## config.mk

```make
export PLATFORM = sky130hd
export DESIGN_NAME = pong_game_ctrl
export DESIGN_NICKNAME = d
export VERILOG_FILES = /design/src/rtl/pong_game_ctrl.sv
export SDC_FILE = /design/constraint.sdc
export NUM_CORES = 1
export LEC_CHECK = 0
export ABC_AREA = 1
export BUFFER_PORTS_ARGS = -buffer_cell sky130_fd_sc_hd__buf_2
export CORE_ASPECT_RATIO = 0.9
export CORE_MARGIN = 5
export CORE_UTILIZATION = 45
export CTS_CLUSTER_DIAMETER = 200
export DETAILED_ROUTE_END_ITERATION = 16
export GPL_TIMING_DRIVEN = 0
export HOLD_SLACK_MARGIN = 0.06
export PLACE_DENSITY = 0.7
export SYNTH_ARGS = -nofsm -noshare
export SYNTH_HDL_FRONTEND = slang
export SYNTH_SLANG_ARGS = --single-unit
```

## constraint.sdc

```tcl
create_clock -name clk -period 1.75 [get_ports clk]
set_input_delay 0 -clock clk [delete_from_list [all_inputs] [get_ports clk]]
set_output_delay 0 -clock clk [all_outputs]
set_load 0.01 [all_outputs]
```

## src/rtl/pong_game_ctrl.sv

```systemverilog
// Pong game sequencer: frame tick from vsync, serve countdown, goal detection and scoring.
// Decisions are taken once per frame; the ball block follows center/freeze/serve.
module pong_game_ctrl #(
  parameter int SERVE_FRAMES = 60,
  parameter int WIN_SCORE    = 7,
  parameter int LEFT_GOAL    = 20,
  parameter int RIGHT_GOAL   = 619,
  parameter int SCORE_W      = 4
) (
  input  logic               clk,
  input  logic               reset_n,
  input  logic               vsync,
  input  logic               start,
  input  logic               pause,
  input  logic [9:0]         ball_x,
  output logic               ball_center,
  output logic               ball_freeze,
  output logic               ball_serve,
  output logic               serve_dir,
  output logic [SCORE_W-1:0] score_p1,
  output logic [SCORE_W-1:0] score_p2,
  output logic               game_over,
  output logic [2:0]         state,
  output logic               frame_tick
);

  localparam int CNT_W = (SERVE_FRAMES > 0) ? $clog2(SERVE_FRAMES + 1) : 1;
  localparam logic [CNT_W-1:0]   SERVE_LOAD = CNT_W'(SERVE_FRAMES);
  localparam logic [SCORE_W-1:0] SCORE_MAX  = '1;
  localparam logic [SCORE_W-1:0] WIN_VAL    = SCORE_W'(WIN_SCORE);
  localparam logic [9:0]         LEFT_X     = 10'(LEFT_GOAL);
  localparam logic [9:0]         RIGHT_X    = 10'(RIGHT_GOAL);

  typedef enum logic [2:0] {
    IDLE       = 3'd0,
    SERVE_WAIT = 3'd1,
    PLAY       = 3'd2,
    POINT      = 3'd3,
    GAME_OVER  = 3'd4
  } state_t;

  state_t             state_reg;
  logic [CNT_W-1:0]   serve_cnt;
  logic               vsync_meta, vsync_sync, vsync_prev;
  logic               start_meta, start_sync, start_prev;
  logic               start_pe;
  logic [SCORE_W-1:0] point_score;
  logic [SCORE_W-1:0] point_next;
  logic               serve_now;

  // Sync flops idle high so reset release never looks like an edge.
  always_ff @(posedge clk or negedge reset_n) begin
    if (!reset_n) begin
      vsync_meta <= 1'b1;
      vsync_sync <= 1'b1;
      vsync_prev <= 1'b1;
      start_meta <= 1'b1;
      start_sync <= 1'b1;
      start_prev <= 1'b1;
      frame_tick <= 1'b0;
      start_pe   <= 1'b0;
    end else begin
      vsync_meta <= vsync;
      vsync_sync <= vsync_meta;
      vsync_prev <= vsync_sync;
      start_meta <= start;
      start_sync <= start_meta;
      start_prev <= start_sync;
      frame_tick <= vsync_prev & ~vsync_sync;
      start_pe   <= ~start_prev & start_sync;
    end
  end

  // serve_dir doubles as the record of who just scored while in POINT.
  always_comb begin
    point_score = serve_dir ? score_p1 : score_p2;
    point_next  = (point_score == SCORE_MAX) ? SCORE_MAX : point_score + 1'b1;
  end

  assign serve_now = (state_reg == SERVE_WAIT) && frame_tick && !pause && (serve_cnt == '0);

  always_ff @(posedge clk or negedge reset_n) begin
    if (!reset_n) begin
      state_reg <= IDLE;
      serve_cnt <= '0;
      serve_dir <= 1'b1;
      score_p1  <= '0;
      score_p2  <= '0;
    end else begin
      case (state_reg)
        IDLE: begin
          if (start_pe) begin
            serve_cnt <= SERVE_LOAD;
            score_p1  <= '0;
            score_p2  <= '0;
            state_reg <= SERVE_WAIT;
          end
        end
        SERVE_WAIT: begin
          if (frame_tick && !pause) begin
            if (serve_cnt == '0) state_reg <= PLAY;
            else                 serve_cnt <= serve_cnt - 1'b1;
          end
        end
        PLAY: begin
          if (frame_tick && !pause) begin
            if (ball_x <= LEFT_X) begin
              serve_dir <= 1'b0;
              state_reg <= POINT;
            end else if (ball_x >= RIGHT_X) begin
              serve_dir <= 1'b1;
              state_reg <= POINT;
            end
          end
        end
        POINT: begin
          if (serve_dir) score_p1 <= point_next;
          else           score_p2 <= point_next;
          serve_cnt <= SERVE_LOAD;
          state_reg <= (point_next == WIN_VAL) ? GAME_OVER : SERVE_WAIT;
        end
        GAME_OVER: begin
          if (start_pe) begin
            score_p1  <= '0;
            score_p2  <= '0;
            serve_cnt <= SERVE_LOAD;
            serve_dir <= 1'b1;
            state_reg <= SERVE_WAIT;
          end
        end
        default: state_reg <= IDLE;
      endcase
    end
  end

  assign state       = state_reg;
  assign ball_center = (state_reg == IDLE) || (state_reg == SERVE_WAIT) ||
                       (state_reg == POINT) || (state_reg == GAME_OVER);
  assign ball_freeze = (state_reg == PLAY) && pause;
  assign game_over   = (state_reg == GAME_OVER);
  assign ball_serve  = serve_now;

endmodule

```

==> results of run 1 <==
## stage by stage
step                worst slack [ps]  cells  cell area, sq um   util
finish                         -57.5    296              2000  0.602
global route                    -149    296              2000  0.602
CTS                            -34.5    295              1950  0.586
detailed placement              -142    278              1760  0.529
global placement                -116    278              1760  0.529
floorplan                       17.4    203              1550      -
## worst max-delay path, delay by kind of cell (launching register included)
family / cells / cell delay [ps]
compound gates: 1 / 160
flops: 1 / 540
fa+ha+maj: 1 / 160
buf+inv: 2 / 240
simple gates: 8 / 570
## layout make-up
type	instances	area, sq um	share of cell area
Multi-Input combinational cell	145	816	0.407
Clock buffer	4	55.1	0.0275
Inverter	30	125	0.0624
Timing Repair Buffer	45	272	0.135
Tap cell	44	55.1	0.0275
Buffer	2	22.5	0.0112
Sequential cell	26	659	0.329
## timing repair
action                                  CTS  global route
setup buffers                            10             2
endpoints found under the setup margin    1             9
endpoints found under the hold margin    21             0
hold buffers                              3             0
gates resized for setup                   8            13
pin swaps                                 9            16
## cells by family after synthesis
logic type,count (synthesis),share of synthesized area
buffers and inverters,32,0.0878
adders and majority gates,3,0.0246
AOI/OAI and AO/OA,22,0.0788
and+or+nand+nor,119,0.370
xor gates and xnor gates,1,0.00575
DFF,26,0.433
## power by group through the flow
| stage | registers [uW] | clock network, uW | logic, uW |
|---|---|---|---|
| CTS | 956 | 393 | 1900 |
| floorplan | 995 | 0 | 1230 |
| global route | 1000 | 420 | 2250 |
| global placement | 960 | 0 | 1630 |
| detailed placement | 964 | 0 | 1680 |
| finish | 974 | 381 | 2000 |
## layer usage
layer  vias up  part of all wire  wire (um)
met5         -                 0          0
met4         0            0.0075         24
met3         4             0.033        107
met2        22              0.49       1580
met1       635              0.47       1490
li1        736                 -          -
## cells in the final DEF (no fill, tap or decap), types with 2 or more instances in the layout
cell type	synthesis	routed
nand2_1	67	61
buf_2	1	31
inv_1	25	23
nor2_1	20	19
dfrtp_1	19	19
nand2_4	5	11
nand3_1	13	11
o21ai_1	11	10
buf_4	0	10
dfstp_2	7	7
inv_2	4	5
a21oi_1	5	5
nor3_1	4	4
clkbuf_8	0	4
buf_6	1	3
dlygate4sd3_1	0	3
or2_1	2	2
nor2_4	2	2
nand3_2	0	2
o21ai_0	2	2
## final timing paths
| check | cells past startpoint | end | slack, ps | startpoint |
|---|---|---|---|---|
| setup reg to reg | 12 | state[0]$_DFFE_PN0P_ | -60 | serve_dir$_DFFE_PN1P_ |
| hold reg to reg | 0 | vsync_sync$_DFF_PN1_ | 360 | vsync_meta$_DFF_PN1_ |
| max in group asynchronous | 2 | vsync_prev$_DFF_PN1_ | 1120 | reset_n |
| min in group asynchronous | 2 | serve_cnt[3]$_DFFE_PN0P_ | 250 | reset_n |
| setup / recovery | 12 | state[0]$_DFFE_PN0P_ | -60 | serve_dir$_DFFE_PN1P_ |
| hold / removal | 5 | serve_dir$_DFFE_PN1P_ | 110 | ball_x[4] |
==> metrics.md, run 1 <==
| Metric | Value |
|---|---|
| Most common cell in the synthesized netlist | nand2_1 |
| Filler Cells Inserted | 317 |
| Detail Route Antenna Nets | 0 |
| Syn-to-layout area delta | 31.5% |
| Cell Area, Synth | 1520 sq um |
| GRT busiest layer | met2 |
| Input/output buffers | 31 |
| Top FF cell, synth | dfrtp_1 |
| Site Rows | 20 |
| Clock power share | 0.114 |
| Die Width | 71.3 um |
| Min-delay worst type | input port to register |
| Max rail drop VDD | 0.790 mV |
| Post-DP HPWL | 2400 um |
| CP Max Fanout | 5 |
| Met2 Track Usage GR | 0.244 |
| Synth Area per Inst | 7.51 sq um |
| Grt met1 use | 0.194 |
| Final Cycle Share | 1.03 |
| Clock Skew | 7.12 ps |
| Fmax | 553 MHz |
| GRT Resource Usage Total | 0.147 |
| CP max stage delay | 540 ps |
| Clk root buf | clkbuf_8 |
| Core area | 3330 sq um |
| Antenna violations before repair | 0 |
| Max reg flops | 6 |
| Largest reg by FF count | serve_cnt |
| CP arrival | 1970 ps |
| Post-synth top area share | 0.312 |
| Worst-margin pin slew | 561 ps |
| Clk buf depth | 2 |
| Vias | 1397 |
| Synth top area cells | dfrtp_1 31%, nand2_1 17%, dfstp_2 12% |
| CP Launch Type | register |
| Diodes inserted | 0 |
| Mapped Nets | 221 |
| Asr flop ratio synth | 1.00 |
| Final #Nets | 271 |
| Switching power | 1540 uW |
| # setup viols final | 1 |
| M3 GR Usage | 0.0336 |
| Sink Count | 26 |
| DRT iter0 DRCs | 47 |
| Vias in the first global route | 1327 |
| Top Ports | 32 |
| 1st-pass router iterations | 4 |
| Overall power | 3360 uW |
| Register area share after synthesis | 0.433 |
| Failing checks | setup timing |
| Internal | 1820 uW |
| Via density | 4.72 |
| GP Congestion | 0.783 |
| Status | complete, but fails checks |
| Max-slew headroom | 0.626 |
| Crit path capture type | register |
| Number of max-cap violations | 0 |
| Final TNS setup | -57.5 ps |
| Layout cell share with drive strength beyond 1 | 0.341 |
| Synth Warn # | 0 |
| Top cell type by total area after synthesis | dfrtp_1 |
| Final hold violation count | 0 |
| Final wirelength | 3200 um |
| Combinational Power Share | 0.596 |
| Worst-Skew Late Latency | 270 ps |
| Worst hold slack | 105 ps |
| Height of the chip | 65.2 um |
| Critical path cell sequence | buf_6 -> buf_6 -> nand2_4 -> nand2_4 -> ha_4 -> nor2_2 -> nor2_1 -> nand2_1 -> o21bai_1 -> nand3_1 -> nand2_1 -> nand2_1 |
| RSZ-0062 raised after global routing | true |
| Num CTS Buffers | 3 |
| Global-route wire length before repair | 5550 um |
| Die footprint | 4650 sq um |
| Worst-path clk slew | 90 ps |
| Static leakage | 0.00104 uW |
| Slew Limit Fails | 0 |
| Final worst setup slack | -57.5 ps |
| Top flop regs | serve_cnt: 6 flops, score_p1: 4 flops, score_p2: 4 flops |
| H-Tree Depth | 1 |
| # DRC | 0 |
| CP max-delay cell | dfstp_2 |
| Crit path required time | 1910 ps |
| Synth cell count leaders | 67 x nand2_1, 25 x inv_1, 20 x nor2_1 |
| Initial Util | 0.458 |
| Grt total ovfl | 0 |
| Pwr Density | 1670 nW/um^2 |
| Minimum clock period | 1810 ps |
| Distinct cells, synth | 29 |
| Part of the power in registers | 0.290 |
| CTS tree | built |
| Most used cell, CP | nand2_1 |
| Number of enable flip-flop cells after synthesis | 0 |
| Largest net degree at the start of global routing | 27 |
| Synth Register Bits | 26 |
| WS Path Type | register to register |
| Avg WL per Cell | 10.8 um |
| Syn Inst Count | 203 |
| Switch share | 0.458 |
Power figures use the tool's default switching activity.
==> inputs of run 2 (changes only) <==
ABC_AREA = unset   (was 1)
PLACE_DENSITY = 0.71   (was 0.7)
==> run 2 against run 1 <==
The run still ends with setup timing left. Routed wire length grew 15%. Register-to-register slack got worse by 130 ps. Die area down 8.1%. Flip-flop and latch count unchanged. Worst hold slack better by 77 ps. Power decreased by 35%. Synthesized cell count decreased by 36%. First-iteration DRC count up 150%. Fmax fell by 6.7%. Critical path type unchanged. Clock-buffer cell count stayed put. Sequential share of layout area grew 0.91 points. Worst setup slack worse by 130 ps.
==> metrics.md, run 2 <==
| Metric | Value |
|---|---|
| Max-slew headroom | 0.626 |
| Clock Skew | 5.68 ps |
| Post-DP Area | 1630 sq um |
| CP max-delay cell | dfstp_2 |
| Site Rows | 19 |
| CP Max Fanout | 5 |
| Part of the power in registers | 0.397 |
| Final Cell Area | 1950 sq um |
| WS Path Type | register to register |
| GRT Resource Usage Total | 0.174 |
| Die Width | 68.4 um |
| Top Ports | 32 |
| Clk buf depth | 2 |
| Reg2reg path depth | 6 |
| Input/output buffers | 31 |
| Filler Cells Inserted | 241 |
| Vias in the first global route | 1306 |
| Grt total ovfl | 0 |
| Final hold violation count | 0 |
| 1st-pass router iterations | 4 |
| Avg WL per Cell | 16.4 um |
| Num CTS Buffers | 3 |
| # setup viols final | 13 |
| Vias | 1265 |
| Final #Nets | 201 |
| RSZ-0062 raised after global routing | true |
| Die footprint | 4280 sq um |
| Minimum clock period | 1940 ps |
| Critical path cell sequence | buf_8 -> mux2_4 -> ha_4 -> xnor2_4 -> a2111oi_4 -> a211oi_2 |
| Top FF cell, synth | dfrtp_1 |
| Largest reg by FF count | serve_cnt |
| DRT iter0 DRCs | 116 |
| Internal | 1360 uW |
| Final Cycle Share | 1.11 |
| Synth Warn # | 0 |
| Overall power | 2170 uW |
| Place WS | -191 ps |
| Global-route wire length before repair | 5890 um |
| Crit path required time | 1940 ps |
| Mapped Nets | 148 |
| WHS Path Cells | 5 |
| Top flop regs | serve_cnt: 6 flops, score_p1: 4 flops, score_p2: 4 flops |
| Antenna violations before repair | 0 |
| CP bufs+invs | 1 |
| Via density | 5.65 |
| Sink Count | 26 |
| Static leakage | 0.000846 uW |
| Combinational Power Share | 0.485 |
| Failing checks | setup timing |
| Number of enable flip-flop cells after synthesis | 0 |
| CP arrival | 2130 ps |
| Synth Register Bits | 26 |
| Worst path depth | 6 |
| Switching power | 810 uW |
| Post-DP HPWL | 2300 um |
| CP Launch Type | register |
| Fmax | 516 MHz |
| Switch share | 0.373 |
| Max reg flops | 6 |
| Crit path capture type | register |
| Final wirelength | 3680 um |
| Post-synth top area share | 0.345 |
| Clock power share | 0.117 |
| Largest delay share family, worst path | flip-flops |
| Most common cell in the synthesized netlist | dfrtp_1 |
| Min-delay worst type | input port to register |
| H-Tree Depth | 1 |
| GP Congestion | 0.871 |
| Asr flop ratio synth | 1.00 |
| Syn Inst Count | 130 |
| Layout cell share with drive strength beyond 1 | 0.495 |
| Pwr Density | 1110 nW/um^2 |
| Synth top area cells | dfrtp_1 34%, dfstp_2 13%, mux2_2 7.3% |
| # DRC | 0 |
| Diodes inserted | 0 |
| Cell Area, Synth | 1380 sq um |
| Worst-margin pin slew | 561 ps |
| Slew Limit Fails | 0 |
| Height of the chip | 62.5 um |
| Final worst setup slack | -188 ps |
| Max rail drop VDD | 0.671 mV |
| Commonest non-fill, non-tap cell in the layout | buf_2 |
| Register area share after synthesis | 0.478 |
| Initial Util | 0.461 |
| Core area | 3000 sq um |
| Worst-Skew Late Latency | 310 ps |
| Largest net degree at the start of global routing | 27 |
| Synth Area per Inst | 10.6 sq um |
| CTS tree | built |
| Synth cell count leaders | 19 x dfrtp_1, 10 x nor2_1, 9 x mux2_2 |
| Syn-to-layout area delta | 41.3% |
| Detail Route Antenna Nets | 0 |
| Top cell type by total area after synthesis | dfrtp_1 |
| Number of max-cap violations | 0 |
| CP max stage delay | 600 ps |
| Distinct cells, synth | 48 |
| Most frequent cells in the layout | 31 x buf_2, 19 x dfrtp_1, 10 x buf_4 |
| Status | complete, but fails checks |
| Worst-path clk slew | 130 ps |
| Clk root buf | clkbuf_4 |
-- run 2: metal layers --
| metal | track usage | wire (um) | up-vias | share of wire |
|---|---|---|---|---|
| li1 | - | - | 588 | - |
| met1 | 0.212 | 1470 | 614 | 0.40 |
| met2 | 0.294 | 1920 | 53 | 0.52 |
| met3 | 0.0324 | 211 | 10 | 0.057 |
| met4 | 0.0744 | 78 | 0 | 0.021 |
| met5 | 0 | 0 | - | 0 |
-- run 2: timing repair --
action,4_1_cts,5_1_grt
endpoints found under the hold margin,30,0
hold buffers,7,0
gates resized for setup,12,21
endpoints found under the setup margin,13,14
buffers inserted,6,4
pin swaps,8,8
-- run 2: power groups by stage --
stage / registers (uW) / logic, uW / clock network, uW
final: 862 / 1050 / 255
after global routing: 882 / 1140 / 306
after CTS: 853 / 874 / 267
after detailed placement: 891 / 668 / 0
after global placement: 881 / 650 / 0
after floorplan: 893 / 450 / 0
-- run 2: stage by stage --
stage | hold slack, ps | TNS (ps) | utilization | instances
6_report | 182 | -1030 | 0.651 | 224
5_1_grt | 138 | -1580 | 0.651 | 224
4_1_cts | 103 | -224 | 0.609 | 220
3_5_place_dp | 24.3 | -1290 | 0.543 | 203
3_3_place_gp | 20.5 | -1060 | 0.543 | 203
2_1_floorplan | -296 | -140 | - | 130
-- run 2: logic make-up (layout without fill, tap and decap cells) --
kind of cell / Yosys count / after routing / synth area share
muxes: 12 / 12 / 0.0961
and+or+nand+nor: 46 / 46 / 0.196
AOI/OAI and AO/OA: 30 / 30 / 0.157
adders and majority gates: 3 / 3 / 0.0272
buffers and inverters: 10 / 62 / 0.0272
DFF: 26 / 26 / 0.478
xor gates and xnor gates: 3 / 3 / 0.0190
-- run 2: cell type report --
cell class / count / area, sq um / share of cell area
Buffer: 3 / 25.0 / 0.0128
Clock buffer: 4 / 26.3 / 0.0135
Inverter: 7 / 26.3 / 0.0135
Multi-Input combinational cell: 94 / 861 / 0.441
Sequential cell: 26 / 659 / 0.338
Tap cell: 42 / 52.6 / 0.0269
Timing Repair Buffer: 48 / 300 / 0.154
-- run 2: worst register-to-register path, stage by stage, from the launching register on --
cell,delay [ps]
dfstp_2,600
buf_8,110
mux2_4,300
ha_4,200
xnor2_4,140
a2111oi_4,360
a211oi_2,100
-- run 2: path summary, 6_finish.rpt --
check	end	start	slack, ps
min in group asynchronous	score_p2[2]$_DFFE_PN0P_	reset_n	190
hold / removal	state[0]$_DFFE_PN0P_	ball_x[8]	180
setup / recovery	state[0]$_DFFE_PN0P_	serve_dir$_DFFE_PN1P_	-190
max in group asynchronous	vsync_prev$_DFF_PN1_	reset_n	1170
hold reg to reg	vsync_sync$_DFF_PN1_	vsync_meta$_DFF_PN1_	370
setup reg to reg	state[0]$_DFFE_PN0P_	serve_dir$_DFFE_PN1P_	-190
==> inputs of run 3 (changes only) <==
CTS_BUF_LIST = sky130_fd_sc_hd__clkbuf_8   (was unset)
CTS_CLUSTER_DIAMETER = 120   (was 200)
clock period = 1.7 ns   (was 1.75 ns; I/O delays follow)
==> run 3 against run 2 <==
The flow still finishes with violations (setup timing). Final cell count fell by 1.3%. Sequential power increased by 2%. Via count fell by 5.8%. Non-clock buffer count shrank 3. Register-to-register slack gained 50 ps. Critical endpoint unchanged.
==> metrics.md, run 3 (synthesized netlist as in run 2, its figures left out) <==
| Metric | Value |
|---|---|
| Worst R2R Setup Slack | -130 ps |
| Final Cell Area | 1900 sq um |
| Post-DP HPWL | 2320 um |
| Site Rows | 19 |
| Routed met1 length | 1500 um |
| Final wirelength | 3230 um |
| Worst r2r src | serve_dir$_DFFE_PN1P_ |
| H-Tree Depth | 1 |
| Worst Setup EP | state[0]$_DFFE_PN0P_ |
| Most frequent cells in the layout | 31 x buf_2, 19 x dfrtp_1, 8 x nor2_1, 8 x buf_4, 7 x dfstp_2 |
| Core area | 3000 sq um |
| DRT iter0 DRCs | 56 |
| Detail Route Antenna Nets | 0 |
| GP Congestion | 0.797 |
| Uppermost layer routed | met4 |
| Status | complete, but fails checks |
| Met2 WL post-DR | 1550 um |
| Number of max-cap violations | 0 |
| Die Width | 68.4 um |
| Die footprint | 4280 sq um |
| Reg2reg path depth | 6 |
| Fmax | 546 MHz |
| Num CTS Buffers | 3 |
| Max rail drop VDD | 0.863 mV |
| Layout Utilization | 0.634 |
| CP Launch Type | register |
| Sink Count | 26 |
| Clock Skew | 3.81 ps |
| Syn-to-layout area delta | 37.6% |
| Failing checks | setup timing |
| Minimum clock period | 1830 ps |
| Top flop regs | serve_cnt: 6 flops, score_p1: 4 flops, score_p2: 4 flops |
| Commonest non-fill, non-tap cell in the layout | buf_2 |
| Metal3 WL | 159 um |
| Max reg flops | 6 |
| CTS tree | built |
| Min-delay worst type | input port to register |
| Final worst setup slack | -133 ps |
| FF-to-FF End | state[0]$_DFFE_PN0P_ |
| Final #Nets | 198 |
| Static leakage | 0.000847 uW |
| Height of the chip | 62.5 um |
| CP arrival | 1980 ps |
| CP Max Fanout | 4 |
| Clk buf depth | 2 |
| Clk root buf | clkbuf_8 |
| Grt total ovfl | 0 |
| RSZ-0062 raised after global routing | true |
| Layout cell share with drive strength beyond 1 | 0.447 |
| Post-DP Area | 1660 sq um |
| Vias in the first global route | 1246 |
| Non-Filler Instances | 221 |
| Vias | 1191 |
| Max-slew headroom | 0.632 |
| Crit path launch | serve_dir$_DFFE_PN1P_ |
| Antenna violations before repair | 0 |
| Avg WL per Cell | 14.6 um |
| WS Path Type | register to register |
| Crit path required time | 1850 ps |
| Overall power | 2320 uW |
| 1st-pass router iterations | 4 |
| Cell Count Post-Placement | 203 |
| Top Ports | 32 |
| Diodes inserted | 0 |
| Input/output buffers | 31 |
| Largest net degree at the start of global routing | 27 |
| Crit path capture type | register |
| GRT Resource Usage Total | 0.161 |
| Global-route wire length before repair | 5420 um |
| Worst-margin pin slew | 552 ps |
| # DRC | 0 |
| Via density | 5.39 |
| Final TNS setup | -575 ps |
| Final hold violation count | 0 |
| # setup viols final | 12 |
| Slew Limit Fails | 0 |
| Worst-path clk slew | 90 ps |
| Pwr Density | 1220 nW/um^2 |
| Worst-Skew Late Latency | 260 ps |
| Initial Util | 0.461 |
| Largest reg by FF count | serve_cnt |
| Final Cycle Share | 1.08 |
## run 3: worst min path at each step
stage               startpoint                        to  slack [ps]  cells after the start
finish               ball_x[3]      state[0]$_DFFE_PN0P_         120                      4
global route         ball_x[3]      state[0]$_DFFE_PN0P_         160                      4
CTS                  ball_x[3]      state[0]$_DFFE_PN0P_         110                      4
detailed placement     reset_n  serve_cnt[5]$_DFFE_PN0P_          30                      1
global placement       reset_n  serve_cnt[5]$_DFFE_PN0P_          20                      1
floorplan              reset_n      frame_tick$_DFF_PN0_        -300                      0
## run 3: repair_timing
action / CTS / global route
pin swaps: 4 / 2
buffers inserted: 7 / 1
endpoints found under the setup margin: 15 / 14
endpoints found under the hold margin: 22 / 0
hold buffers: 6 / 0
gates resized for setup: 6 / 8
## run 3: final cells by class
cell class	count	area [sq um]
flip-flops and latches	26	659
well taps	42	52.6
inverters	7	26.3
multi-input cells	94	790
clock buffers	3	41.3
plain buffers	3	25.0
fillers	253	1100
clock inverters	1	30.0
repair buffers	45	275
## run 3: worst max-delay path, stage by stage (launching register included)
cell and delay, ps:
dfstp_2 590, buf_8 110, mux2_4 300, ha_4 280
o21ai_2 80, a2111oi_4 280, a211oi_1 70
## run 3: per-layer routing
layer,up-vias,GRT usage
li1,582,-
met1,574,0.201
met2,33,0.271
met3,2,0.0450
met4,0,0.0372
met5,-,0
## run 3: stage by stage
step	hold WS, ps	worst slack [ps]
detailed placement	27.8	-254
global route	161	-197
global placement	22.9	-251
floorplan	-296	-146
CTS	114	-143
finish	120	-133
## run 3: where the power goes
| part | switching (uW) | total, uW | internal [uW] |
|---|---|---|---|
| registers | 126 | 882 | 756 |
| clock network | 184 | 499 | 315 |
| logic | 464 | 936 | 472 |
| total | 774 | 2320 | 1540 |
